--- src/rtl/regpair_file.sv ---
// Register-pair file: NPAIRS registers of 2*DW bits with byte access, an address
// latch and a three-cycle increment/decrement path that writes back into the pair.
module regpair_file #(
  parameter int unsigned     DW     = 8,
  parameter int unsigned     NPAIRS = 6,
  parameter int unsigned     PC_IDX = 4,
  parameter logic [2*DW-1:0] PC_RST = '0,
  localparam int unsigned    AW     = 2 * DW,
  localparam int unsigned    SW     = $clog2(NPAIRS)
) (
  input  logic          clk,
  input  logic          rst,
  input  logic          op_valid,
  output logic          op_ready,
  input  logic [2:0]    op_code,
  input  logic [SW-1:0] op_sel,
  input  logic          op_hi,
  input  logic [DW-1:0] wdata,
  output logic [DW-1:0] rdata,
  output logic          rdata_valid,
  output logic [AW-1:0] address,
  output logic          carry_out
);

  localparam logic [2:0] OpNop    = 3'd0;
  localparam logic [2:0] OpWrByte = 3'd1;
  localparam logic [2:0] OpRdByte = 3'd2;
  localparam logic [2:0] OpLdAddr = 3'd3;

  typedef enum logic [1:0] {StIdle, StCalc, StWb} state_e;

  state_e        state_q, state_d;
  logic [AW-1:0] pair_q [NPAIRS];
  logic [AW-1:0] pair_d [NPAIRS];
  logic [AW-1:0] address_q, address_d;
  logic [AW-1:0] result_q, result_d;
  logic [DW-1:0] rdata_q, rdata_d;
  logic          rdata_valid_q, rdata_valid_d;
  logic          carry_q, carry_d;
  logic [SW-1:0] wb_sel_q, wb_sel_d;
  logic          wb_en_q, wb_en_d;
  logic          dec_q, dec_d;
  logic          two_q, two_d;

  logic          accept;
  logic          sel_ok;
  logic [AW-1:0] sel_pair;
  logic [AW:0]   step;
  logic [AW:0]   sum;

  assign accept   = op_valid && (state_q == StIdle);
  assign sel_ok   = 32'(op_sel) < NPAIRS;
  assign sel_pair = sel_ok ? pair_q[op_sel] : '0;

  // One extra bit on the sum captures both increment carry and decrement borrow.
  always_comb begin
    step      = '0;
    step[1:0] = two_q ? 2'd2 : 2'd1;
    sum       = dec_q ? ({1'b0, address_q} - step) : ({1'b0, address_q} + step);
  end

  always_comb begin
    state_d       = state_q;
    pair_d        = pair_q;
    address_d     = address_q;
    result_d      = result_q;
    rdata_d       = rdata_q;
    rdata_valid_d = 1'b0;
    carry_d       = carry_q;
    wb_sel_d      = wb_sel_q;
    wb_en_d       = wb_en_q;
    dec_d         = dec_q;
    two_d         = two_q;

    unique case (state_q)
      StIdle: begin
        if (accept) begin
          case (op_code)
            OpNop: ;
            OpWrByte: begin
              if (sel_ok) begin
                if (op_hi) pair_d[op_sel][AW-1:DW] = wdata;
                else       pair_d[op_sel][DW-1:0]  = wdata;
              end
            end
            OpRdByte: begin
              rdata_d       = op_hi ? sel_pair[AW-1:DW] : sel_pair[DW-1:0];
              rdata_valid_d = 1'b1;
            end
            OpLdAddr: address_d = sel_pair;
            default: begin
              // INC1/INC2/DEC1/DEC2: bit 1 selects decrement, bit 0 a step of two.
              address_d = sel_pair;
              wb_sel_d  = op_sel;
              wb_en_d   = sel_ok;
              dec_d     = op_code[1];
              two_d     = op_code[0];
              state_d   = StCalc;
            end
          endcase
        end
      end
      StCalc: begin
        result_d = sum[AW-1:0];
        carry_d  = sum[AW];
        state_d  = StWb;
      end
      StWb: begin
        if (wb_en_q) pair_d[wb_sel_q] = result_q;
        state_d = StIdle;
      end
      default: state_d = StIdle;
    endcase
  end

  always_ff @(posedge clk) begin
    if (rst) begin
      state_q       <= StIdle;
      for (int i = 0; i < int'(NPAIRS); i++) begin
        pair_q[i] <= (i == int'(PC_IDX)) ? PC_RST : '0;
      end
      address_q     <= '0;
      result_q      <= '0;
      rdata_q       <= '0;
      rdata_valid_q <= 1'b0;
      carry_q       <= 1'b0;
      wb_sel_q      <= '0;
      wb_en_q       <= 1'b0;
      dec_q         <= 1'b0;
      two_q         <= 1'b0;
    end else begin
      state_q       <= state_d;
      pair_q        <= pair_d;
      address_q     <= address_d;
      result_q      <= result_d;
      rdata_q       <= rdata_d;
      rdata_valid_q <= rdata_valid_d;
      carry_q       <= carry_d;
      wb_sel_q      <= wb_sel_d;
      wb_en_q       <= wb_en_d;
      dec_q         <= dec_d;
      two_q         <= two_d;
    end
  end

  assign op_ready    = (state_q == StIdle);
  assign rdata       = rdata_q;
  assign rdata_valid = rdata_valid_q;
  assign address     = address_q;
  assign carry_out   = carry_q;

endmodule
--- config.mk ---
export PLATFORM = sky130hd
export DESIGN_NAME = regpair_file
export DESIGN_NICKNAME = d
export VERILOG_FILES = /design/src/rtl/regpair_file.sv
export SDC_FILE = /design/constraint.sdc
export NUM_CORES = 1
export LEC_CHECK = 0
export BUFFER_PORTS_ARGS = -buffer_cell sky130_fd_sc_hd__buf_2
export CAP_MARGIN = 20
export CORE_MARGIN = 1
export CORE_UTILIZATION = 50
export CTS_BUF_LIST = sky130_fd_sc_hd__clkbuf_8
export CTS_CLUSTER_SIZE = 28
export DETAILED_ROUTE_END_ITERATION = 8
export PLACE_DENSITY = 0.67
export SLEW_MARGIN = 0
export SYNTH_ARGS = -nofsm -noshare
export SYNTH_HDL_FRONTEND = slang
export SYNTH_SLANG_ARGS = --single-unit
--- constraint.sdc ---
create_clock -name clk -period 7.5 [get_ports clk]
set_clock_uncertainty 0.1 [all_clocks]
set_input_delay 1.5 -clock clk [delete_from_list [all_inputs] [get_ports clk]]
set_output_delay 1.5 -clock clk [all_outputs]
set_load 0.03 [all_outputs]
; Word-level counts from Yosys, hierarchy flattened
; Cells that the tools add are included.
[word_totals]
ram_bits = 0
reg_bits = 146
latch_bits = 0
out_inout_bits = 27
memories = 0
word_cells = 79
rom_bits = 0
[classes]
n_lt_le_gt_ge = 5
n_div = 0
n_shift = 0
n_mux = 26
n_bitwise = 6
add_sub_neg = 2
eq_ne = 10
reduce_logical = 14
multipliers = 0
[op_table]
columns = op, count
row1 = 2-to-1 mux 96 bit, 5
row2 = bitwise mux 96 bit, 3
row3 = case mux 96 bit (2 select lines), 1
row4 = demux 16 bit (select 3 bit), 3
row5 = 2-to-1 mux 16 bit, 5
row6 = binary-select mux 16 bit (select 3 bit), 1
row7 = adder 16 x 2 -> 17 bit, 1
row8 = 2-to-1 mux 17 bit, 1
row9 = subtractor 16 x 2 -> 17 bit, 1
row10 = 2-to-1 mux 8 bit, 2
row11 = AND reduction 3 bit, 3
row12 = greater-or-equal comparator 4 bit (second input constant), 2
row13 = less-than comparator 4 x 1 -> 1 bit (second input constant), 2
row14 = NOT 3 -> 4 bit, 2
row15 = == test 3 x 2 -> 1 bit (second input constant), 2
row16 = 2-to-1 mux 2 bit, 3
row17 = inequality test 2 x 1 -> 1 bit (second input constant), 3
row18 = OR reduction 3 bit, 2
row19 = AND reduction 5 bit, 1
row20 = inequality test 2 bit (second input constant), 2
row21 = NOT 1 bit, 4
row22 = case mux 2 bit (2 select lines), 1
row23 = OR reduction 4 bit, 1
row24 = == test 3 x 1 -> 1 bit (second input constant), 1
row25 = 9 further kinds, 11

; Longest topological paths before layout
; Gate-level depths: netlist (run 1).
[logic_depth]
depth_word = 11
ltp_mapped = 9
ltp_nobuf = 9

; Least setup slack after synthesis (run 1)
; OpenSTA, ideal clock, no wires.
[synth_timing]
path_type = input -> register
from = input port op_sel[1]
to = register pair_q[30] (netlist name)
t_arrival_ns = 3.022
setup_ns = 0.086
stages = 8
setup_slack_ns = 4.293
path_buffers = 3
path_cell_list = buf_2 -> buf_2 -> nor3b_1 -> nand3_1 -> a21oi_1 -> buf_2 -> nor2_1 -> a211oi_1
[synth_between]
elab_chain_len = 11
word_cells_on_any_way = 17
[synth_rtl]
columns = element, line_no
row1 = "start, declared", 16  ; input logic [SW-1:0] op_sel,
row2 = NOT 3 -> 4 bit (not written as such), "82, 83"
row3 = greater-or-equal comparator 4 bit (not written as such) or less-than comparator 4 x 1 -> 1 bit (tied branches), 82  ; if (op_hi) pair_d[op_sel][AW-1:DW] = wdata;
row4 = logical AND 1 bit (not written as such), 82
row5 = 2-to-1 mux 16 bit (not written as such), 82
row6 = demux 16 bit (select 3 bit), 82
row7 = bitwise mux 96 bit, 82
row8 = 2-to-1 mux 96 bit, 82
row9 = 2-to-1 mux 96 bit, 81  ; if (sel_ok) begin
row10 = 2-to-1 mux 96 bit, 78  ; case (op_code)
row11 = 2-to-1 mux 96 bit, 77  ; if (accept) begin
row12 = case mux 96 bit (2 select lines), 75  ; unique case (state_q)
row13 = "end signal, assigned by index", 120  ; pair_q[i] <= (i == int'(PC_IDX)) ? PC_RST : '0;
row14 = "end signal, assigned", 133  ; pair_q <= pair_d;
row15 = "end, declared", 33  ; logic [AW-1:0] pair_q [NPAIRS];
; Several ways; a longest one is shown, not always the timed one. The select of a mux whose other input is x is not followed.
; A chain may end at the register's enable or synchronous reset.

; Final worst setup path (run 1)
[layout_timing]
from = input port op_sel[1]
to = register pair_q[48] (netlist name)
[layout_between]
elab_chain_len = 11
word_cells_on_any_way = 17
[layout_rtl]
columns = element, line_no
row1 = NOT 3 -> 4 bit (not written as such), "82, 83"
row2 = greater-or-equal comparator 4 bit (not written as such) or less-than comparator 4 x 1 -> 1 bit (tied branches), 83  ; else pair_d[op_sel][DW-1:0] = wdata;
row3 = logical AND 1 bit (not written as such), 83
row4 = 2-to-1 mux 8 bit (not written as such), 83
row5 = demux 16 bit (select 3 bit), 83
row6 = bitwise mux 96 bit, 83
row7 = 2-to-1 mux 96 bit, 82
row8 = 2-to-1 mux 96 bit, 81
row9 = 2-to-1 mux 96 bit, 78
row10 = 2-to-1 mux 96 bit, 77
row11 = case mux 96 bit (2 select lines), 75
; Several ways; a longest one is shown, not always the timed one. The select of a mux whose other input is x is not followed.

==> results of run 1 <==
==> per-layer routing <==
layer  routed length [um]  vias to the layer above  GRT usage
li1                     -                     3771          -
met1                11960                     3835     0.4619
met2                12150                      382     0.4908
met3                 2131                       57    0.05945
met4                  818                        0     0.1366
met5                    0                        -          0
==> worst min-delay path: stages, from the launching register on <==
cell and delay [ns]:
sky130_fd_sc_hd__dfxtp_1 0.31, sky130_fd_sc_hd__o21ai_0 0.06, sky130_fd_sc_hd__a21oi_1 0.06
==> flip-flops by register name (all words and copies together) (netlist names) <==
| register | count |
|---|---|
| pair_q | 96 |
| address | 16 |
| result_q | 16 |
| rdata | 8 |
| wb_sel_q | 3 |
| state_q | 2 |
| carry_out | 1 |
| dec_q | 1 |
| rdata_valid | 1 |
| two_q | 1 |
| wb_en_q | 1 |
==> placed cells by master (no fill, tap or decap), types with 4 or more instances in the layout <==
cell type,instances
sky130_fd_sc_hd__a2111oi_0,4
sky130_fd_sc_hd__a211oi_1,84
sky130_fd_sc_hd__a21oi_1,67
sky130_fd_sc_hd__a22oi_1,23
sky130_fd_sc_hd__a311oi_1,9
sky130_fd_sc_hd__a32oi_1,80
sky130_fd_sc_hd__and2_1,8
sky130_fd_sc_hd__and3_1,4
sky130_fd_sc_hd__buf_2,43
sky130_fd_sc_hd__buf_4,15
sky130_fd_sc_hd__clkbuf_8,19
sky130_fd_sc_hd__clkinv_2,5
sky130_fd_sc_hd__dfxtp_1,146
sky130_fd_sc_hd__ha_1,16
sky130_fd_sc_hd__inv_1,28
sky130_fd_sc_hd__mux2_2,5
sky130_fd_sc_hd__mux2i_1,38
sky130_fd_sc_hd__nand2_1,40
sky130_fd_sc_hd__nand2b_1,9
sky130_fd_sc_hd__nand3_1,29
sky130_fd_sc_hd__nand3b_1,4
sky130_fd_sc_hd__nand4_1,4
sky130_fd_sc_hd__nor2_1,109
sky130_fd_sc_hd__nor2b_1,6
sky130_fd_sc_hd__nor3_1,11
sky130_fd_sc_hd__o211ai_1,18
sky130_fd_sc_hd__o21a_1,12
sky130_fd_sc_hd__o21ai_0,39
sky130_fd_sc_hd__o221ai_1,9
sky130_fd_sc_hd__o2bb2ai_1,6
sky130_fd_sc_hd__o41ai_1,8
sky130_fd_sc_hd__or3_1,11
==> power by group <==
part / internal, mW / switching [mW]
sequential: 0.786 / 0.0172
clock: 0.268 / 0.305
combinational: 0.0511 / 0.138
total: 1.11 / 0.461
==> logic make-up (layout without fill, tap and decap cells) <==
| kind of cell | count (synthesis) | in the layout | synth area share |
|---|---|---|---|
| XOR/XNOR | 2 | 2 | 0.002111 |
| flip-flops | 146 | 146 | 0.3522 |
| buffers and inverters | 120 | 115 | 0.06001 |
| multiplexers | 46 | 46 | 0.06076 |
| AND/OR/NAND/NOR | 258 | 258 | 0.1538 |
| adder cells (fa/ha/maj) | 17 | 17 | 0.02654 |
| AO/OA/AOI/OAI | 388 | 388 | 0.3445 |
==> through the flow <==
step	std cells	total power, mW	util	hold WS (ns)	area [um^2]
after floorplan	977	0.9460	-	0.3333	8298
after global placement	1152	1.003	0.5280	0.3593	8478
after detailed placement	1153	1.005	0.5284	0.3660	8486
after CTS	1185	1.562	0.5498	0.3751	8828
after global routing	1188	1.618	0.5519	0.4037	8862
final	1188	1.566	0.5519	0.3768	8862
==> worst max path at each step <==
stage | startpoint | to | slack (ns) | cells after the start
6_report | op_sel[1] | pair_q[48] | 3.56 | 7
5_1_grt | op_sel[2] | pair_q[14] | 3.30 | 6
4_1_cts | op_sel[1] | pair_q[48] | 3.63 | 7
3_5_place_dp | op_sel[1] | pair_q[48] | 3.14 | 7
3_3_place_gp | op_sel[1] | pair_q[52] | 3.15 | 7
2_1_floorplan | op_sel[1] | pair_q[30] | 4.29 | 8
==> final cells by class <==
class                      instances  share of cell area
timing repair buffer              61             0.04080
sequential                       146              0.3298
clock inverter                    13            0.009177
clock buffer                      19             0.02951
tap                              216             0.03050
inverter                          22            0.009318
multi-input combinational        711              0.5509
==> summary by stage, run 1 <==
Status
The run finished with clean final reports.

Critical path
The startpoint type of the worst setup path is a primary input. Traced cell by cell, the critical path runs through buf_2, buf_4, inv_1, or4_4, o32ai_4, and2_1, a211oi_1. The worst setup path is captured at a flop. STA puts the critical path data arrival time at 4.16 ns.

The critical path data required time is 7.72 ns. The worst path buffer plus inverter count is 3. The largest individual stage delay along the critical path comes from the cell sky130_fd_sc_hd__o32ai_4. In this run the worst path has a maximum fanout of 38. The cell family with the largest share of critical-path delay is simple AND/OR/NAND/NOR gates. The largest stage delay on the critical path is 0.82 ns. The critical register-to-register path startpoint is state_q[1].

By startpoint and endpoint, the worst setup path is classified as primary input to flop. The capture point of the worst reg-to-reg path is pair_q[16]. Measured in cells, the most critical reg-to-reg path has a length of 7. The setup slack of the most critical reg-to-reg path is 4.33 ns.

Min path
In this run the worst hold path is classified as flop to flop. The number of cells on the worst hold path is 2. The worst-case hold path end point is pair_q[44]. The startpoint identified for the worst hold timing path is pair_q[44].

Synthesis
The fraction of post-synthesis cell area in the top cell type by area is 0.3522. The number of synthesized flops with an enable pin is 0. Yosys printed 0 warnings. The post-synthesis sequential element count is 146. The leading area contributor after synthesis is sky130_fd_sc_hd__dfxtp_1. The most common cell in the synthesized netlist is sky130_fd_sc_hd__dfxtp_1. Synthesis produced a netlist with a net count of 1012. In the synthesized netlist the dominant register cell turns out to be sky130_fd_sc_hd__dfxtp_1.

The mean instance size in the synthesized netlist is 8.493 um^2. In this run, distinct cell masters in the synthesized netlist total 72. The combined area of all synthesized cells is 8298 um^2. The commonest cells after synthesis are 146 x sky130_fd_sc_hd__dfxtp_1, 109 x sky130_fd_sc_hd__nor2_1, 84 x sky130_fd_sc_hd__a211oi_1. The share of flip-flops with an asynchronous set or reset after synthesis is 0. By area the synthesized netlist is led by sky130_fd_sc_hd__dfxtp_1 35%, sky130_fd_sc_hd__a32oi_1 8.4%, sky130_fd_sc_hd__a211oi_1 7.6%.

Synthesis produced 977 cells. The portion of the post-synthesis area used by sequential elements is 0.3522.

Timing
Setup violations remaining at the end of the flow were counted as 0. At the pin with the least slew margin, the transition time is 1.093 ns. The final worst-path setup slack is 3.557 ns. The highest clock frequency the design can meet is 253.6 MHz. The final count of pins violating max slew came to 0. The hold violation count in the final report is 0.

Setup total negative slack on the finished layout was measured at 0 ns. Setup repair after global routing left no endpoint under its margin. The final period demand of the worst path is 3.943 ns.

Of the available clock period, the critical path in the final layout requires 0.5257. The worst pin sits at a relative slew slack of 0.2687.

Drt
The post-detailed-route wirelength per cell is 22.77 um. The first detailed-routing pass ran for 6 iterations. The final layout contains routed wiring with a total length of 27060 um.

In the routed design, unresolved DRC markers number 0. In the routed layout, each cell is associated on average with a via count of 6.772. The post-detailed-route count of antenna-violating nets is 0. The total via count after detailed routing is 8045.

The number of DRC violations after detailed-routing iteration 0 is 1028.

Placement
The placed wire-length estimate after detailed placement is 17980 um. The global placer's final weighted congestion is 0.8872. The count of input and output buffers is 44. The worst-case setup slack after placement is 3.136 ns.

CTS
The post-CTS setup buffer count is 0. The number of gates resized after CTS was 0. The TritonCTS clock tree is yes.

The post-cts hold buffer count is 0. The insertion delay of the later-clocked pin in the worst-skew pair is 0.47 ns. The clock tree synthesis step divided the H-tree into 4 levels.

The buffer depth of the longest clock path is 2. The total clock buffers created by CTS is 17. The clock sink count is 146. The clock transition time at the flip-flop clock pins of the worst setup and hold paths is 0.08 ns.

CTS placed an instance of sky130_fd_sc_hd__clkbuf_8 at the clock tree root.

Power
Summed over all cells, the static leakage comes to 2.932 nW. The power density of the placed cells is 176.7 nW/um^2. IR analysis of the VDD net gives a maximum drop of 0.1309 mV.

Die
Measured along the x axis, the die boundary spans 130.8 um. For this configuration, the core starts out at a cell density of 0.5168. The total area inside the core boundary comes to 16060 um^2. The area enclosed by the die boundary is 17120 um^2. The row count is 46. Measured along the y axis, the die boundary spans 130.8 um.

The number of top-level pins is 45.

Final layout
The final antenna diode count is 0. The final net count is 994. Registers take 2923 um^2. Of the cells placed in the final design, the portion with a size suffix greater than 1 is 0.1132. The multi-input combinational cells in the finished layout cover a total of 4882 um^2.

Compared with the post-synthesis result, the final layout area differs by 6.800%. The final-layout fill cell count is 1545.

Global routing
The number of antenna violations at the first check in global routing was 0. The total global routing track utilization is 0.3279. The pin count of the biggest net entering global routing is 71. Summed over all layers, the global routing overflow is 0. The number of global-route vias before repair is 7251. The first-pass GRT wire length is 41970 um.

Job
The count of max-cap constraint violations is 0.
Power figures use the tool's default switching activity.
==> run 2: changes to the inputs <==
Settings changed: PLACE_DENSITY 0.67 to 0.7.
Clock period 7.5 ns to 3.59 ns, I/O delays scaled along.
==> summary by stage, run 2 (synthesized netlist as in run 1, its figures left out) <==
Drt
The average vias per placed instance is 6.780. The first TritonRoute pass finished after 7 iterations. The detailed-route DRC error count is 0. The final layout contains routed wiring with a total length of 26990 um.

For this block, the initial DRC count from the detailed router was 913. In this run the remaining antenna-violating nets after routing total 0. The final route contains 8184 vias. The post-detailed-route wirelength per cell is 22.36 um.

Critical path
The timing startpoint of the critical path is dec_q. The critical register-to-register path startpoint is dec_q. The critical path is of the flop to flop type. The critical path data required time is 3.90 ns. The worst setup path is captured at a flop. The arrival time reported for the critical path endpoint is 3.45 ns. The highest fanout seen on the critical path is 18. The capture point of the worst reg-to-reg path is result_q[6]. The worst register-to-register path has a setup slack of 0.45 ns. The startpoint type of the worst setup path is a flop. Counting cells, the worst reg-to-reg path comes to 7.

Global routing
Summed over all layers, the global routing overflow is 0. The first global-routing pass estimated 41900 um of wire. In the global route stage, overall resource usage came out at 0.3244. The number of global-route vias before repair is 7484. The number of antenna violations at the first check in global routing was 0. The pin count of the biggest net entering global routing is 77.

Final layout
The finished layout holds 1207 standard cells, fillers aside. The most frequent standard cell in the layout excluding fill and tap cells is sky130_fd_sc_hd__dfxtp_1. The total area of multi-input combinational cells is 4882 um^2. The flip-flop count of the largest register after layout is 96. The register with the most flip-flops is pair_q. The final net count is 1014. From synthesis to final layout, the design area changed by 8.595%. After filler insertion, the fill cell instance count of the layout stands at 1479.

The top cell types in the final layout, fill and taps aside, are 146 x sky130_fd_sc_hd__dfxtp_1, 109 x sky130_fd_sc_hd__nor2_1, 84 x sky130_fd_sc_hd__a211oi_1, 80 x sky130_fd_sc_hd__a32oi_1, 67 x sky130_fd_sc_hd__a21oi_1. The ratio of cells with drive above 1 in the final layout is 0.1322. 0 antenna diodes ended up in the layout. In the final layout, flip-flops and latches occupy 2923 um^2.

CTS
The post-cts hold buffer count is 0. The root buffer cell chosen for the clock tree is sky130_fd_sc_hd__clkbuf_8. TritonCTS built the clock tree. The clock sink count is 146.

The clock passes through at most 2 buffers. In this run the post-CTS setup repair buffer count came out at 0. The later pin in the worst-skew pair is clocked with a latency of 0.47 ns. Once the clock tree was built, the resizer swapped 0 gates to a different size. The clock transition time at the flip-flop clock pins of the worst setup and hold paths is 0.08 ns. Buffers inserted during clock tree synthesis total 17. The H-tree was split into 4 levels.

Die
The row count is 46. The initial core utilization is 0.5168. The floorplan step defined a die boundary enclosing 17120 um^2. 45 I/O pins were placed.

The core region is 16060 um^2. The die is 130.8 um wide. The overall die height is 130.8 um.

Placement
Once placement completed, the tool counted placed cells totaling 1175. The congestion estimate from routability-driven global placement came to 0.8852. Before CTS, the worst setup slack after placement is 0.4701 ns. During placement, the flow inserted port buffers numbering 44.

The placed wire-length estimate after detailed placement is 18160 um.

Timing
The final period demand of the worst path is 3.138 ns. The hold violation count in the final report is 0. Adding up every negative setup slack in the final design gives 0 ns.

The final cycle utilization of the critical path is 0.8742. The worst relative slew slack is 0.2135. The final count of pins violating max slew came to 0. Static timing analysis puts the maximum clock frequency at 318.6 MHz.

In the post-route analysis, the smallest setup slack over all paths is 0.4516 ns. The transition time at the pin with the least slew margin is 1.175 ns. Setup repair after global routing left no endpoint under its margin. The number of setup violations in the final report is 0. The tightest hold margin is 0.3814 ns.

Status
The run finished with clean final reports.

Min path
For hold timing, the worst endpoint is pair_q[45]. The startpoint of the tightest hold check path is pair_q[45]. Counting instances, the worst hold path has a depth of 2. The path class of the tightest hold or removal check is flop to flop.

Job
The count of max-cap constraint violations is 0.

Power
The power density of the placed cells is 364.9 nW/um^2. The leakage power total is 3.027 nW. The largest vdd supply drop is 0.2857 mV.
-- run 2: per-stage QoR --
step	instance area, um^2	utilization	total power, mW
finish	9011	0.5612	3.288
global route	9011	0.5612	3.398
CTS	9000	0.5605	3.285
detailed placement	8651	0.5387	2.112
global placement	8651	0.5387	2.109
floorplan	8298	-	1.976
-- run 2: how the worst max path moves through the flow --
stage | slack (ns) | endpoint | depth (start not counted)
6_report | 0.45 | result_q[6] | 7
5_1_grt | 0.30 | result_q[6] | 7
4_1_cts | 0.54 | result_q[6] | 7
3_5_place_dp | 0.47 | pair_q[52] | 6
3_3_place_gp | 0.51 | pair_q[48] | 6
2_1_floorplan | 1.12 | result_q[6] | 8
-- run 2: area by class of cell --
type | count | area share
inverters | 22 | 0.009164
clock inverters | 11 | 0.008192
clock buffers | 20 | 0.03055
repair buffers | 81 | 0.05596
multi-input cells | 711 | 0.5418
flip-flops and latches | 146 | 0.3244
well taps | 216 | 0.02999
-- run 2: where the power goes --
| part | internal [mW] | switching (mW) |
|---|---|---|
| sequential | 1.64 | 0.0338 |
| combinational | 0.117 | 0.295 |
| clock | 0.580 | 0.620 |
| total | 2.34 | 0.949 |
-- run 2: per-layer routing --
metal	global-route usage	vias to the layer above	routed length (um)
li1	-	3827	-
met1	0.4378	3862	11550
met2	0.5045	420	12170
met3	0.06555	75	2330
met4	0.1339	0	936
met5	0	-	0
-- run 2: worst max-delay path, stage by stage (launching register included) --
cell	delay, ns
sky130_fd_sc_hd__dfxtp_1	0.79
sky130_fd_sc_hd__nand2_1	0.19
sky130_fd_sc_hd__fa_1	0.46
sky130_fd_sc_hd__nand2b_1	0.19
sky130_fd_sc_hd__a21oi_1	0.48
sky130_fd_sc_hd__o21ai_0	0.19
sky130_fd_sc_hd__a2111oi_0	0.49
sky130_fd_sc_hd__a311o_1	0.17
==> run 3: changes to the inputs <==
Settings changed: PLACE_DENSITY 0.7 to 0.67.
Clock period 3.59 ns to 3.43 ns, I/O delays scaled along.
==> summary by stage, run 3 (synthesized netlist as in run 1, its figures left out) <==
Status
The flow ran to the end, and the final reports show no timing, DRC or antenna violations.

CTS
TritonCTS built the clock tree. Post-CTS repair changed the size of 0 cells. The clock sink count is 146. The clock tree root buffer cell is sky130_fd_sc_hd__clkbuf_8. The clock passes through at most 2 buffers. TritonCTS created 17 clock buffers. Clock latency on the worst-skew pair, taken at its later pin, is 0.47 ns.

The number of H-tree levels is 4. The clock transition time at the flip-flop clock pins of the worst setup and hold paths is 0.08 ns. Post-CTS timing repair inserted 0 buffers for setup. Buffers inserted to repair hold after CTS numbered 0.

Critical path
The startpoint type of the worst setup path is a flop. In this run the critical register-to-register path is captured at result_q[6]. The highest fanout seen on the critical path is 12. The setup slack of the most critical reg-to-reg path is 0.73 ns. The capture point of the critical path is result_q[6]. STA puts the critical path data arrival time at 3.02 ns. The type of the worst setup path is flop to flop. The critical path data required time is 3.74 ns. In this run the critical register-to-register path is launched from dec_q. The timing startpoint of the critical path is dec_q. The critical path endpoint category is a flop. The depth of the worst register-to-register path is 8.

Die
The total area inside the core boundary comes to 16060 um^2. The initial core utilization is 0.5168. Pin placement for this block handled 45 I/O pins.

In this run the core area contains 46 standard-cell rows. The floorplan die width is 130.8 um. The die covers 17120 um^2.

The overall die height is 130.8 um.

Drt
The first routing iteration left 954 violations. The average vias per placed instance is 6.656. The number of iterations in the first detailed-routing pass is 6.

For this block, the routed nets add up to 26630 um of wire. The total via count after detailed routing is 8060. Once detail routing completed, the nets flagged for antenna violations numbered 0. Dividing the detail-routed wire length by the instance count gives 21.99 um. The detailed-route DRC error count is 0.

Final layout
The ratio of cells with drive above 1 in the final layout is 0.1397. 0 antenna diodes ended up in the layout. In the final design database the tool counted 1017 nets. The register with the most flip-flops in the layout has 96 of them. The library cell used most frequently in the layout, excluding fill and tap cells, is sky130_fd_sc_hd__dfxtp_1.

The signed area change from the synthesized netlist to the final layout is 10.27%. Counting flops per register, the top entry is pair_q. The library cells used most frequently in the layout, excluding fill and tap cells, are 146 x sky130_fd_sc_hd__dfxtp_1, 109 x sky130_fd_sc_hd__nor2_1, 84 x sky130_fd_sc_hd__a211oi_1, 80 x sky130_fd_sc_hd__a32oi_1, 67 x sky130_fd_sc_hd__a21oi_1.

Timing
The hold violation count in the final report is 0. The worst relative slew slack is 0.3820. The worst path needs 2.701 ns of the cycle, external delays included.

Of the available clock period, the critical path in the final layout requires 0.7876. The transition time at the pin with the least slew margin is 0.9236 ns. For this run, the top clock speed supported by timing is 370.2 MHz.

The final count of pins violating max slew came to 0. Setup violations remaining at the end of the flow were counted as 0. Setup repair after global routing left no endpoint under its margin. The tightest hold path in the finished design has a slack of 0.3818 ns.

Setup total negative slack on the finished layout was measured at 0 ns.

Power
IR analysis of the VDD net gives a maximum drop of 0.3828 mV. Summed over all cells, the static leakage comes to 3.077 nW. The total power of the final layout is 3.741 mW.

The power density of the placed cells is 408.9 nW/um^2.

Global routing
The number of global-route vias before repair came to 7272. The pin count of the biggest net entering global routing is 100. Summed over all layers, the global routing overflow is 0.

The number of antenna violations at the first check in global routing is 0. The first-pass GRT wire length is 41060 um. In the global route stage, overall resource usage came out at 0.3182.

Placement
The global placer's final weighted congestion is 0.8957. The count of input and output buffers is 44. The placed wire-length estimate after detailed placement is 18590 um.

Job
Max-cap violations in this run came to 0.

Min path
The path class of the tightest hold or removal check is flop to flop.
[run 3: cell count changes in the layout (fill, tap and decap cells not counted), sizes merged]
cell      before  now
clkinvlp       0    2
bufinv         1    4
buf           81   84
clkinv         6    4
clkbuf        20   22
inv           26   22
[run 3: how the worst min path moves through the flow]
stage,depth (start not counted),end,slack [ns],start
2_1_floorplan,2,result_q[14],0.33,result_q[14]
3_3_place_gp,2,pair_q[44],0.36,pair_q[44]
3_5_place_dp,2,pair_q[47],0.37,pair_q[47]
4_1_cts,2,pair_q[42],0.38,pair_q[42]
5_1_grt,3,state_q[0],0.39,op_code[2]
6_report,2,pair_q[43],0.38,pair_q[43]
[run 3: worst max-delay path: stages, from the launching register on]
cell,delay [ns]
sky130_fd_sc_hd__dfxtp_1,0.66
sky130_fd_sc_hd__nand2_1,0.19
sky130_fd_sc_hd__fa_1,0.46
sky130_fd_sc_hd__nand2b_1,0.19
sky130_fd_sc_hd__a21oi_1,0.13
sky130_fd_sc_hd__buf_4,0.17
sky130_fd_sc_hd__o21ai_0,0.11
sky130_fd_sc_hd__a2111oi_0,0.46
sky130_fd_sc_hd__a311o_1,0.17
[run 3: per-stage QoR]
step	setup WS, ns	cells	util	instance area [um^2]
2_1_floorplan	0.9594	977	-	8298
3_3_place_gp	0.6616	1179	0.5414	8693
3_5_place_dp	0.5958	1179	0.5414	8693
4_1_cts	0.7766	1211	0.5698	9150
5_1_grt	0.5919	1211	0.5698	9150
6_report	0.7286	1211	0.5698	9150
[run 3: layout make-up]
type,count,area (um^2)
sequential,146,2923
tap,216,270.3
multi-input combinational,711,4882
timing repair buffer,84,535.5
clock inverter,10,153.9
fill,1503,6908
inverter,22,82.58
clock buffer,22,302.8
[run 3: power by group]
group | switching (mW) | internal (mW)
clock | 0.674 | 0.884
sequential | 0.0362 | 1.72
combinational | 0.304 | 0.124
[run 3: layer usage]
metal | vias up | track usage | share of wire
li1 | 3828 | - | -
met1 | 3804 | 0.4457 | 0.44
met2 | 372 | 0.5030 | 0.46
met3 | 56 | 0.04764 | 0.078
met4 | 0 | 0.09872 | 0.024
met5 | - | 0 | 0
